### src/rtl/sme_pkg.sv
// ---------------------------------------------------------------------------
// sme_pkg
// Shared definitions for the SME share codec:
//   - operation encodings for the mask / unmask request
//   - state type of the codec control FSM
// ---------------------------------------------------------------------------
package sme_pkg;

  localparam logic SME_OP_MASK   = 1'b0;
  localparam logic SME_OP_UNMASK = 1'b1;

  typedef enum logic [1:0] {
    SME_ST_IDLE = 2'd0,
    SME_ST_RUN  = 2'd1,
    SME_ST_DONE = 2'd2
  } sme_codec_state_e;

endpackage

### src/rtl/sme_share_codec.sv
// ---------------------------------------------------------------------------
// sme_share_codec
// Serial mask/unmask engine at the boundary between plain data and the
// masked datapath.
//   MASK  : plain word in_data + D-1 random words -> D Boolean shares
//   UNMASK: D shares -> plain word
// The fold runs one share per cycle, so each edge XORs at most two
// share-derived values.
//
// Parameters:
//   POSEDGE  1: registers clock on posedge g_clk, 0: on negedge
//   D        number of shares (>= 2)
//   N        word width
// Ports:
//   g_clk, g_resetn   clock, asynchronous active-low reset
//   flush             synchronous abort, back to IDLE with all state zeroed
//   in_valid/in_ready request handshake; in_op selects MASK / UNMASK
//   in_data           plain word (MASK)
//   in_shares[D-1:0]  share words (UNMASK)
//   rng[D-2:0]        fresh randomness, sampled at accept (MASK)
//   out_valid/out_ready result handshake
//   out_data          plain result, nonzero only in DONE for UNMASK
//   out_shares[D-1:0] share result, nonzero only in DONE for MASK
//
// Handshake semantics (both sides): a transfer happens on the active edge
// where valid & ready are both 1. in_ready is high only in IDLE; out_valid
// is high only in DONE and the result holds until out_ready. Both are pure
// decodes of registered state, so there is no path from out_ready to
// in_ready and no accept can coincide with the result handshake.
// ---------------------------------------------------------------------------
module sme_share_codec
  import sme_pkg::*;
#(
  parameter int POSEDGE = 1,
  parameter int D       = 3,
  parameter int N       = 32
) (
  input  logic                   g_clk,
  input  logic                   g_resetn,
  input  logic                   flush,
  input  logic                   in_valid,
  output logic                   in_ready,
  input  logic                   in_op,
  input  logic [N-1:0]           in_data,
  input  logic [D-1:0][N-1:0]    in_shares,
  input  logic [D-2:0][N-1:0]    rng,
  output logic                   out_valid,
  input  logic                   out_ready,
  output logic [N-1:0]           out_data,
  output logic [D-1:0][N-1:0]    out_shares
);

  localparam int CW = $clog2(D);

  if (D < 2) begin : g_bad_d
    $error("sme_share_codec: D must be at least 2");
  end

  sme_codec_state_e         state_q, state_d;
  logic [D-1:0][N-1:0]      sh_q, sh_d;
  logic                     op_q, op_d;
  logic [CW-1:0]            cnt_q, cnt_d;

  // Next-state logic. flush overrides every other event.
  always_comb begin
    state_d = state_q;
    sh_d    = sh_q;
    op_d    = op_q;
    cnt_d   = cnt_q;
    if (flush) begin
      state_d = SME_ST_IDLE;
      sh_d    = '0;
      op_d    = SME_OP_MASK;
      cnt_d   = '0;
    end else begin
      case (state_q)
        SME_ST_IDLE: begin
          if (in_valid) begin
            op_d    = in_op;
            cnt_d   = CW'(1);
            state_d = SME_ST_RUN;
            if (in_op == SME_OP_MASK) begin
              sh_d[0] = in_data;
              for (int i = 1; i < D; i++) begin
                sh_d[i] = rng[i-1];
              end
            end else begin
              sh_d = in_shares;
            end
          end
        end
        SME_ST_RUN: begin
          // Fold share cnt into share 0. For UNMASK the folded share is
          // cleared so only the recombined word remains in the bank.
          for (int i = 1; i < D; i++) begin
            if (cnt_q == CW'(i)) begin
              sh_d[0] = sh_q[0] ^ sh_q[i];
              if (op_q == SME_OP_UNMASK) begin
                sh_d[i] = '0;
              end
            end
          end
          cnt_d = cnt_q + CW'(1);
          if (cnt_q == CW'(D - 1)) begin
            state_d = SME_ST_DONE;
          end
        end
        SME_ST_DONE: begin
          if (out_ready) begin
            state_d = SME_ST_IDLE;
            sh_d    = '0;
            op_d    = SME_OP_MASK;
            cnt_d   = '0;
          end
        end
        default: begin
          state_d = SME_ST_IDLE;
          sh_d    = '0;
          op_d    = SME_OP_MASK;
          cnt_d   = '0;
        end
      endcase
    end
  end

  // Edge selection: exactly one of these register blocks is elaborated.
  if (POSEDGE != 0) begin : g_pos
    always_ff @(posedge g_clk or negedge g_resetn) begin
      if (!g_resetn) begin
        state_q <= SME_ST_IDLE;
        sh_q    <= '0;
        op_q    <= SME_OP_MASK;
        cnt_q   <= '0;
      end else begin
        state_q <= state_d;
        sh_q    <= sh_d;
        op_q    <= op_d;
        cnt_q   <= cnt_d;
      end
    end
  end else begin : g_neg
    always_ff @(negedge g_clk or negedge g_resetn) begin
      if (!g_resetn) begin
        state_q <= SME_ST_IDLE;
        sh_q    <= '0;
        op_q    <= SME_OP_MASK;
        cnt_q   <= '0;
      end else begin
        state_q <= state_d;
        sh_q    <= sh_d;
        op_q    <= op_d;
        cnt_q   <= cnt_d;
      end
    end
  end

  // Output decodes of registered state only; results are gated to zero
  // outside DONE so partially folded shares never leave the block.
  always_comb begin
    in_ready   = (state_q == SME_ST_IDLE);
    out_valid  = (state_q == SME_ST_DONE);
    out_data   = '0;
    out_shares = '0;
    if (state_q == SME_ST_DONE) begin
      if (op_q == SME_OP_UNMASK) begin
        out_data = sh_q[0];
      end else begin
        out_shares = sh_q;
      end
    end
  end

endmodule
### config.mk
export PLATFORM = sky130hd
export DESIGN_NAME = sme_share_codec
export DESIGN_NICKNAME = d
export VERILOG_FILES = /design/src/rtl/sme_pkg.sv /design/src/rtl/sme_share_codec.sv
export SDC_FILE = /design/constraint.sdc
export NUM_CORES = 1
export LEC_CHECK = 0
export ABC_AREA = 1
export CORE_MARGIN = 4
export CORE_UTILIZATION = 43
export CTS_CLUSTER_SIZE = 28
export DETAILED_ROUTE_END_ITERATION = 10
export HOLD_SLACK_MARGIN = 0.12
export PLACE_DENSITY = 0.83
export SYNTH_ARGS = -nofsm -noshare
export SYNTH_HDL_FRONTEND = slang
export SYNTH_SLANG_ARGS = --single-unit
export TNS_END_PERCENT = 10
### constraint.sdc
create_clock -name g_clk -period 1.9 [get_ports g_clk]
set_input_delay 0.285 -clock g_clk [delete_from_list [all_inputs] [get_ports g_clk]]
set_output_delay 0.285 -clock g_clk [all_outputs]
set_load 0.02 [all_outputs]
==> impl_summary.md, run 1 <==
Status
The flow ran to the end, but the final reports show violations. The checks that failed: setup timing.

Synthesis
The cell taking the most area after synthesis is sky130_fd_sc_hd__dfrtp_1. Sorting the synthesized cells by area gives the leading types as sky130_fd_sc_hd__dfrtp_1 (35%), sky130_fd_sc_hd__nand2_1 (30%), sky130_fd_sc_hd__nor2_1 (7.0%). For this run, the register share of the synthesized area comes to 0.353. In this run the mean area of a mapped cell was 5.96 sq um. The top-area cell type share of the netlist area is 0.353. Counting instances in the post-synthesis netlist gives the leading cell types as sky130_fd_sc_hd__nand2_1 (576), sky130_fd_sc_hd__nor2_1 (133), sky130_fd_sc_hd__dfrtp_1 (101), sky130_fd_sc_hd__inv_1 (101), sky130_fd_sc_hd__nand3_1 (65). Yosys printed 0 warnings. In this run, distinct cell masters in the synthesized netlist total 22.

The number of register bits inferred by synthesis is 101. In this run the cell area of the synthesized design comes to about 7200 sq um. In the synthesized netlist the async set-or-reset flop fraction comes to 1.00. The count of mapped cells out of synthesis is between 1000 and 1500. By instance count, the leading cell after synthesis is sky130_fd_sc_hd__nand2_1. In the synthesized netlist the dominant register cell turns out to be sky130_fd_sc_hd__dfrtp_1.

The number of enable-type register cells in the synthesized netlist is 0. When the netlist entered floorplanning its net count stood at 1402.

Power
The leakage dissipation is 5.50 nW. The internal portion of the total power is 5.16 mW. The relative contribution of the clock network to total power is 0.239.

The switching share of power is 0.388. The share of total power dissipated in combinational logic is 0.402. The sequential fraction of design power is 0.359. The areal power density over the cells is approximately 750 nW/um^2. The total power is 8.42 mW. The net switching power figure is around 3.3 mW. The maximum vdd ir drop is 0.000500 V.

STA
The number of failing hold endpoints at the final stage came to 0. The worst pin sits at a relative slew slack of 0.616. The slew at the pin with the worst max-slew slack is just under 600 ps. For the final database, setup skew stands at a little over 10 ps. Setup repair after global routing could not meet its margin everywhere. Setup violations remaining at the end of the flow were counted as 3. In the finished design, the share of the clock period the worst path needs comes to 1.02. For this run, the top clock speed supported by timing is around 520 MHz. The slack of the critical path is -30.4 ps. The max-slew violation total from the final report is 0. The final critical delay including setup and external delays is around 1900 ps.

Place
After detailed placement, the design holds a cell count of 1718. Detailed placement ended at an HPWL of between 20000 and 25000 um. The setup slack after placement is -123 ps. In this run the tool buffered the top-level ports with 327 buffer cells. The final weighted congestion in routability-driven placement is around 0.94.

Worst setup path
The worst-path maximum fanout is 6. STA classifies the critical path endpoint as a primary output. The worst path arrival time is 1650 ps.

The critical register-to-register path endpoint is sh_q[9]$_DFFE_PN0P_. Counting cells, the worst reg-to-reg path comes to 7. The startpoint identified for the worst register-to-register timing path is state_q[0]$_DFFE_PN0P_. At the worst endpoint, the required time is about 1600 ps. The critical path is of the reg2out type. The worst setup path is launched from a flip-flop. The register-to-register path setup slack is roughly 190 ps.

Worst hold path
The path class of the tightest hold or removal check is reg2reg. The end point of the most critical hold path is sh_q[18]$_DFFE_PN0P_. The worst hold path begins at sh_q[18]$_DFFE_PN0P_.

The worst hold path depth is 2.

Cells and area
The total inserted antenna cells is 0. The final non-filler cell total is 1738. The layout cell share with drive strength beyond 1 is 0.199. The area growth from synthesis to layout is 56.2%. The layout has approximately 1400 filler cells.

The total number of nets in the final design is 1717.

Clock network
TritonCTS created 9 clock buffers. The root buffer selected by CTS is sky130_fd_sc_hd__clkbuf_16. CTS built an H-tree with a depth of 3. The clock passes through at most 2 buffers. Clock latency on the worst-skew pair, taken at its later pin, is between 300 and 400 ps.

The TritonCTS clock tree is built. Clock-pin slew was measured on the worst setup and hold paths at about 70 ps. The clock sink count is 101.

Route
After detailed routing, the number of remaining DRC violations is 0. The routed layout has 8724 vias. For this block, the initial DRC count from the detailed router was 658. The number of routed nets with antenna violations is 0. The number of detailed-route iterations in the first pass is 5.

Summed over all layers, the routed wires come to ~27000 um. The average vias per placed instance is about 5.0. In the final routed layout, each cell accounts on average for 15.8 um.

Floorplanning
The floorplan has 46 rows. The width of the die is between 100 and 150 um. The floorplan step set the die height to about 140 um. For this configuration, the core starts out at a cell density of 0.444. The placeable core region is 16100 sq um.

The total die area is around 19000 sq um. In this run the count of I/O pins placed on the die edge is between 300 and 400.

Run
The number of max-capacitance violations reported is 0.

Global route
The first global-routing pass estimated around 42000 um of wire. For this run the aggregate overflow at the end of global routing stands at 0. The number of global-route vias before repair was 8362. The maximum number of pins on one net before global-route repair is roughly 100. The total routing usage reported by global routing is 0.283. The number of antenna violations at the first check in global routing is 0.
==> power by group through the flow <==
stage                     Combinational [mW]  Clock, mW  Sequential [mW]
final                                   3.38       2.01             3.03
after global routing                    3.76       2.13             3.09
after CTS                               3.31       2.04             3.01
after detailed placement                3.29          0             3.04
after global placement                  3.22          0             3.02
after floorplan                         1.94          0             2.94
==> cells by family (layout without fill, tap and decap cells) <==
logic type	count (synthesis)	after routing	share of synthesized area
AO/OA/AOI/OAI	105	105	0.0849
buffers and inverters	176	495	0.0993
multiplexers	2	2	0.00280
AND/OR/NAND/NOR	816	817	0.456
flip-flops	101	101	0.353
adder cells (fa/ha/maj)	2	2	0.00349
==> metrics by stage <==
| step | util | instance area (sq um) | hold WS [ps] | setup TNS (ps) |
|---|---|---|---|---|
| 6_report | 0.694 | 11200 | 504 | -55.5 |
| 3_5_place_dp | 0.676 | 10900 | 392 | -7140 |
| 2_1_floorplan | - | 7160 | -10.6 | 0 |
| 4_1_cts | 0.672 | 10800 | 507 | -311 |
| 5_1_grt | 0.694 | 11200 | 528 | -4590 |
| 3_3_place_gp | 0.676 | 10900 | 396 | -3980 |
==> state kept, by name, indices dropped and copies added (netlist names) <==
register,flops
sh_q,96
cnt_q,2
state_q,2
op_q,1
==> cells in the final DEF, fill, tap and decap left out, drive strengths merged <==
cell,count
or2,32
clkbuf,14
clkdlybuf4s50,195
buf,168
dfrtp,101
clkdlybuf4s15,4
o31ai,1
nor2,139
dlygate4sd3,1
nand2,580
o211ai,32
dlygate4sd2,1
o21ai,72
mux2i,2
clkinv,4
ha,2
nand3,66
bufinv,2
clkinvlp,1
inv,105
==> critical path: stages, from the launching register on <==
cell and delay (ps):
sky130_fd_sc_hd__dfrtp_1 410, sky130_fd_sc_hd__nor2_4 230, sky130_fd_sc_hd__nand2_2 180, sky130_fd_sc_hd__nor2_2 180, sky130_fd_sc_hd__clkdlybuf4s15_2 290
==> final cells by class <==
| type | count | area (sq um) | share of cell area |
|---|---|---|---|
| inverters | 106 | 399 | 0.0357 |
| multi-input cells | 926 | 4120 | 0.369 |
| repair buffers | 373 | 3540 | 0.317 |
| flip-flops and latches | 101 | 2530 | 0.226 |
| well taps | 216 | 270 | 0.0242 |
| clock inverters | 6 | 86.3 | 0.00772 |
| clock buffers | 10 | 239 | 0.0214 |
==> what timing repair did <==
| item | CTS | global route |
|---|---|---|
| setup buffers | 1 | 1 |
| pin swaps | 2 | 2 |
| resized for setup | 477 | 225 |
| cloned | 1 | 0 |
| endpoints found under the hold margin | 101 | 0 |
| hold buffers | 1 | 0 |
| setup endpoints to repair | 130 | 122 |
==> worst max-delay path by stage <==
stage,from,end,slack [ps],depth (start not counted)
floorplan,state_q[0]$_DFFE_PN0P_,out_shares[55],60,5
global placement,state_q[0]$_DFFE_PN0P_,out_shares[84],-60,5
detailed placement,state_q[0]$_DFFE_PN0P_,out_shares[88],-120,5
CTS,state_q[0]$_DFFE_PN0P_,out_shares[85],-60,5
global route,state_q[0]$_DFFE_PN0P_,out_data[20],-80,5
finish,state_q[0]$_DFFE_PN0P_,out_shares[63],-30,4
==> metal layers <==
metal  vias to the layer above  track usage  share of wire
met5                         -            0              0
met4                         0        0.112          0.027
met2                       324        0.478           0.48
met1                      4056        0.356           0.41
li1                       4293            -              -
met3                        51       0.0574          0.078
(Power assumes the default switching activity.)
==> inputs of run 2 (changes only) <==
==> constraint.sdc (replaced) <==
create_clock -name g_clk -period 2 [get_ports g_clk]
set_input_delay 0.3 -clock g_clk [delete_from_list [all_inputs] [get_ports g_clk]]
set_output_delay 0.3 -clock g_clk [all_outputs]
set_load 0.02 [all_outputs]
==> run 2 against run 1 <==
Against the previous run:
- the flow still finishes with violations (setup timing)
- combinational power fell by 7.7%
- worst hold slack got worse by 100 ps
- die area did not move
- non-clock buffer count fell by 3
- sequential share of layout area rose by 1.0 points
- total power fell by 7.3%
- critical endpoint is now out_data[4]
- highest routed layer unchanged
==> impl_summary.md, run 2 (synthesis gave the netlist of run 1 again) <==
STA
Timing would allow up to about 500 MHz. The slack of the critical path came to -1.40 ps (+29.0 ps). The headroom to the max-slew limit is 0.729 (+0.113). The max-slew violation total from the final report is 0 (unchanged). The number of failing setup endpoints in the final timing report is 1 (-2). Setup repair after global routing could not meet its margin everywhere. The number of failing hold endpoints at the final stage is 0 (unchanged). The worst-case clock skew was 9.23 ps (-0.885 ps). Dividing the final minimum period by the clock period gives 1.00. The accumulated negative setup slack is -1.40 ps (+54.1 ps).

The slew at the pin with the worst max-slew slack is 407 ps (-169 ps). Subtracting the final worst setup slack from the clock period gives 2000 ps.

Cells and area
The total number of nets in the final design came to 1713 (-0.23%). The area of all sequential standard cells is 2530 sq um (unchanged). The total inserted antenna cells is 0 (unchanged).

The flip-flop count of the largest register, all copies and words added is 96 (unchanged). The library cell used most frequently in the layout, excluding fill and tap cells, is sky130_fd_sc_hd__nand2_1. The filler cell count was 1511 (+10%). The multi-input combinational cell area is 3960 sq um (-3.9%). sh_q holds more flip-flops than any other register.

Leaving out fill and tap cells, the most frequent cells in the layout are sky130_fd_sc_hd__nand2_1 (575), sky130_fd_sc_hd__clkdlybuf4s50_1 (195), sky130_fd_sc_hd__nor2_1 (127). The area growth from synthesis to layout is 49.6%. The largest registers in the layout are sh_q (96), cnt_q (2), state_q (2). The layout cell share with drive strength beyond 1 was 0.153 (-0.0456).

Worst setup path
The worst-path maximum fanout is 17 (+11). The critical register-to-register path endpoint is sh_q[9]$_DFFE_PN0P_. The worst setup path is captured at a primary output.

The worst path arrival time is 1700 ps (+50 ps). The worst setup path is of the reg2out kind. The worst reg-to-reg path cell count is 7 (unchanged). The register-to-register path setup slack came to 300 ps (+110 ps).

The origin of the critical flop-to-flop path is state_q[0]$_DFFE_PN0P_. The critical path launch point type is a flip-flop. The data required time of the critical path is 1700 ps (+80 ps).

Global route
The number of antenna violations at the first check in global routing is 0 (unchanged). The total routing usage reported by global routing was 0.286 (+0.00211). The global-route congestion overflow total is 0 (unchanged). The maximum number of pins on one net before global-route repair is 65 (-36%). The number of global-route vias before repair came to 8473 (+1.3%).

The first-pass GRT wire length is 42000 um (+0.71%).

Status
The run finished, with violations left. The checks that failed: setup timing.

Route
The average wire per standard cell came to 16.0 um (+1.4%). The count of routing violations after the opening detailed-route iteration is 674 (+2.4%). The average vias per placed instance is 5.06 (+0.86%). The vias after detailed routing is 8779 (+0.63%). The number of routed nets with antenna violations came to 0 (unchanged).

The final routed DRC violation total is 0 (unchanged). The final wirelength came to 27800 um (+1.2%). The number of detailed-route iterations in the first pass is 7 (+2).

Clock network
TritonCTS built the clock tree. The worst-case clock buffer depth is 2 (unchanged). The clock sink count is 101 (unchanged). The insertion delay of the later-clocked pin in the worst-skew pair is 360 ps (about the same). The clock transition at the register clock pins on the worst setup and hold paths after CTS was 80 ps (about the same). The clock buffer count from CTS came to 9 (unchanged). The number of H-tree levels is 3 (unchanged). The root buffer selected by CTS is sky130_fd_sc_hd__clkbuf_16.

Power
The net switching power figure was 3.10 mW (-5.0%). The leakage dissipation is 5.46 nW (-0.69%). The sequential fraction of design power came to 0.367 (+0.008). The portion of total power attributed to combinational logic was 0.400 (-0.002). The areal power density over the cells is 729 nW/um^2 (-3.2%). The cell internal power dissipation is 4.71 mW (-8.7%). The switching share of power is 0.397 (+0.00927). The relative contribution of the clock network to total power is 0.233 (-0.006). The maximum vdd ir drop came to 0.000468 V (-6.4%).

Place
The final weighted congestion in routability-driven placement is 0.929 (-1.6%). The number of I/O port buffers is 327 (unchanged). The setup slack after placement was -13.0 ps (+110 ps). The detailed placer's ending HPWL is 20800 um (+1.8%).

Floorplanning
The placeable core region is 16100 sq um (unchanged). The y dimension of the die is 137 um (unchanged). The width of the die is 137 um (unchanged). The I/O pin count is 328 (unchanged). The standard-cell row count was 46 (unchanged).

The effective utilization at floorplan is 0.444 (unchanged). The total die area came to 18800 sq um (unchanged).

Worst hold path
The type of the tightest min-delay check is in2async.

Run
The number of max-capacitance violations reported is 0 (unchanged).
-- run 2: cell types whose count changed in the layout (fill, tap and decap cells not counted), sizes merged --
cell	before	now
bufinv	2	1
clkdlybuf4s15	4	8
clkbuf	14	37
buf	168	129
dlygate4sd2	1	8
nand2	580	579
inv	105	108
dlymetal6s2s	0	1
clkinvlp	1	0
-- run 2: worst max path at each step --
stage	slack, ps	end	start	cells past startpoint
after floorplan	140	out_shares[55]	state_q[0]$_DFFE_PN0P_	5
after global placement	5	out_data[4]	state_q[0]$_DFFE_PN0P_	5
after detailed placement	-10	out_shares[23]	state_q[0]$_DFFE_PN0P_	5
after CTS	-110	out_shares[23]	state_q[0]$_DFFE_PN0P_	6
after global routing	-50	out_data[30]	state_q[1]$_DFFE_PN0P_	6
final	-1	out_data[4]	state_q[1]$_DFFE_PN0P_	6
-- run 2: final cells by class --
type / instances / share of cell area
multi-input combinational: 925 / 0.370
timing repair buffer: 370 / 0.304
sequential: 101 / 0.236
inverter: 106 / 0.0373
tap: 216 / 0.0252
clock buffer: 9 / 0.0210
clock inverter: 7 / 0.00666
-- run 2: worst max-delay path, stage by stage (launching register included) --
cell	delay, ps
sky130_fd_sc_hd__dfrtp_1	360
sky130_fd_sc_hd__inv_2	50
sky130_fd_sc_hd__nor2_4	140
sky130_fd_sc_hd__nand2_1	160
sky130_fd_sc_hd__buf_6	210
sky130_fd_sc_hd__nor2_1	140
sky130_fd_sc_hd__clkdlybuf4s15_2	280
-- run 2: power by group through the flow --
stage	Clock, mW	Sequential [mW]	Combinational (mW)
after floorplan	0	2.79	1.84
after global placement	0	2.87	3.03
after detailed placement	0	2.88	3.11
after CTS	1.85	2.85	3.12
after global routing	1.93	2.92	3.47
final	1.82	2.87	3.12
-- run 2: what timing repair did --
action,in CTS,in global routing
setup endpoints to repair,130,72
hold buffers,1,0
pin swaps,1,2
endpoints found under the hold margin,26,0
gates resized for setup,405,79
setup buffers,2,0
-- run 2: metal layers --
metal,part of all wire,vias up,GRT usage
met3,0.081,74,0.0676
met4,0.036,0,0.118
met2,0.48,398,0.487
li1,-,4293,-
met5,0,-,0
met1,0.41,4014,0.346
-- run 2: per-stage QoR --
| step | total power [mW] | utilization | hold WS, ps | area, sq um | cells |
|---|---|---|---|---|---|
| 5_1_grt | 8.32 | 0.665 | 447 | 10700 | 1734 |
| 3_5_place_dp | 5.99 | 0.674 | 256 | 10900 | 1715 |
| 2_1_floorplan | 4.63 | - | 4.41 | 7160 | 1202 |
| 4_1_cts | 7.82 | 0.669 | 411 | 10800 | 1734 |
| 3_3_place_gp | 5.90 | 0.674 | 252 | 10900 | 1715 |
| 6_report | 7.81 | 0.665 | 400 | 10700 | 1734 |
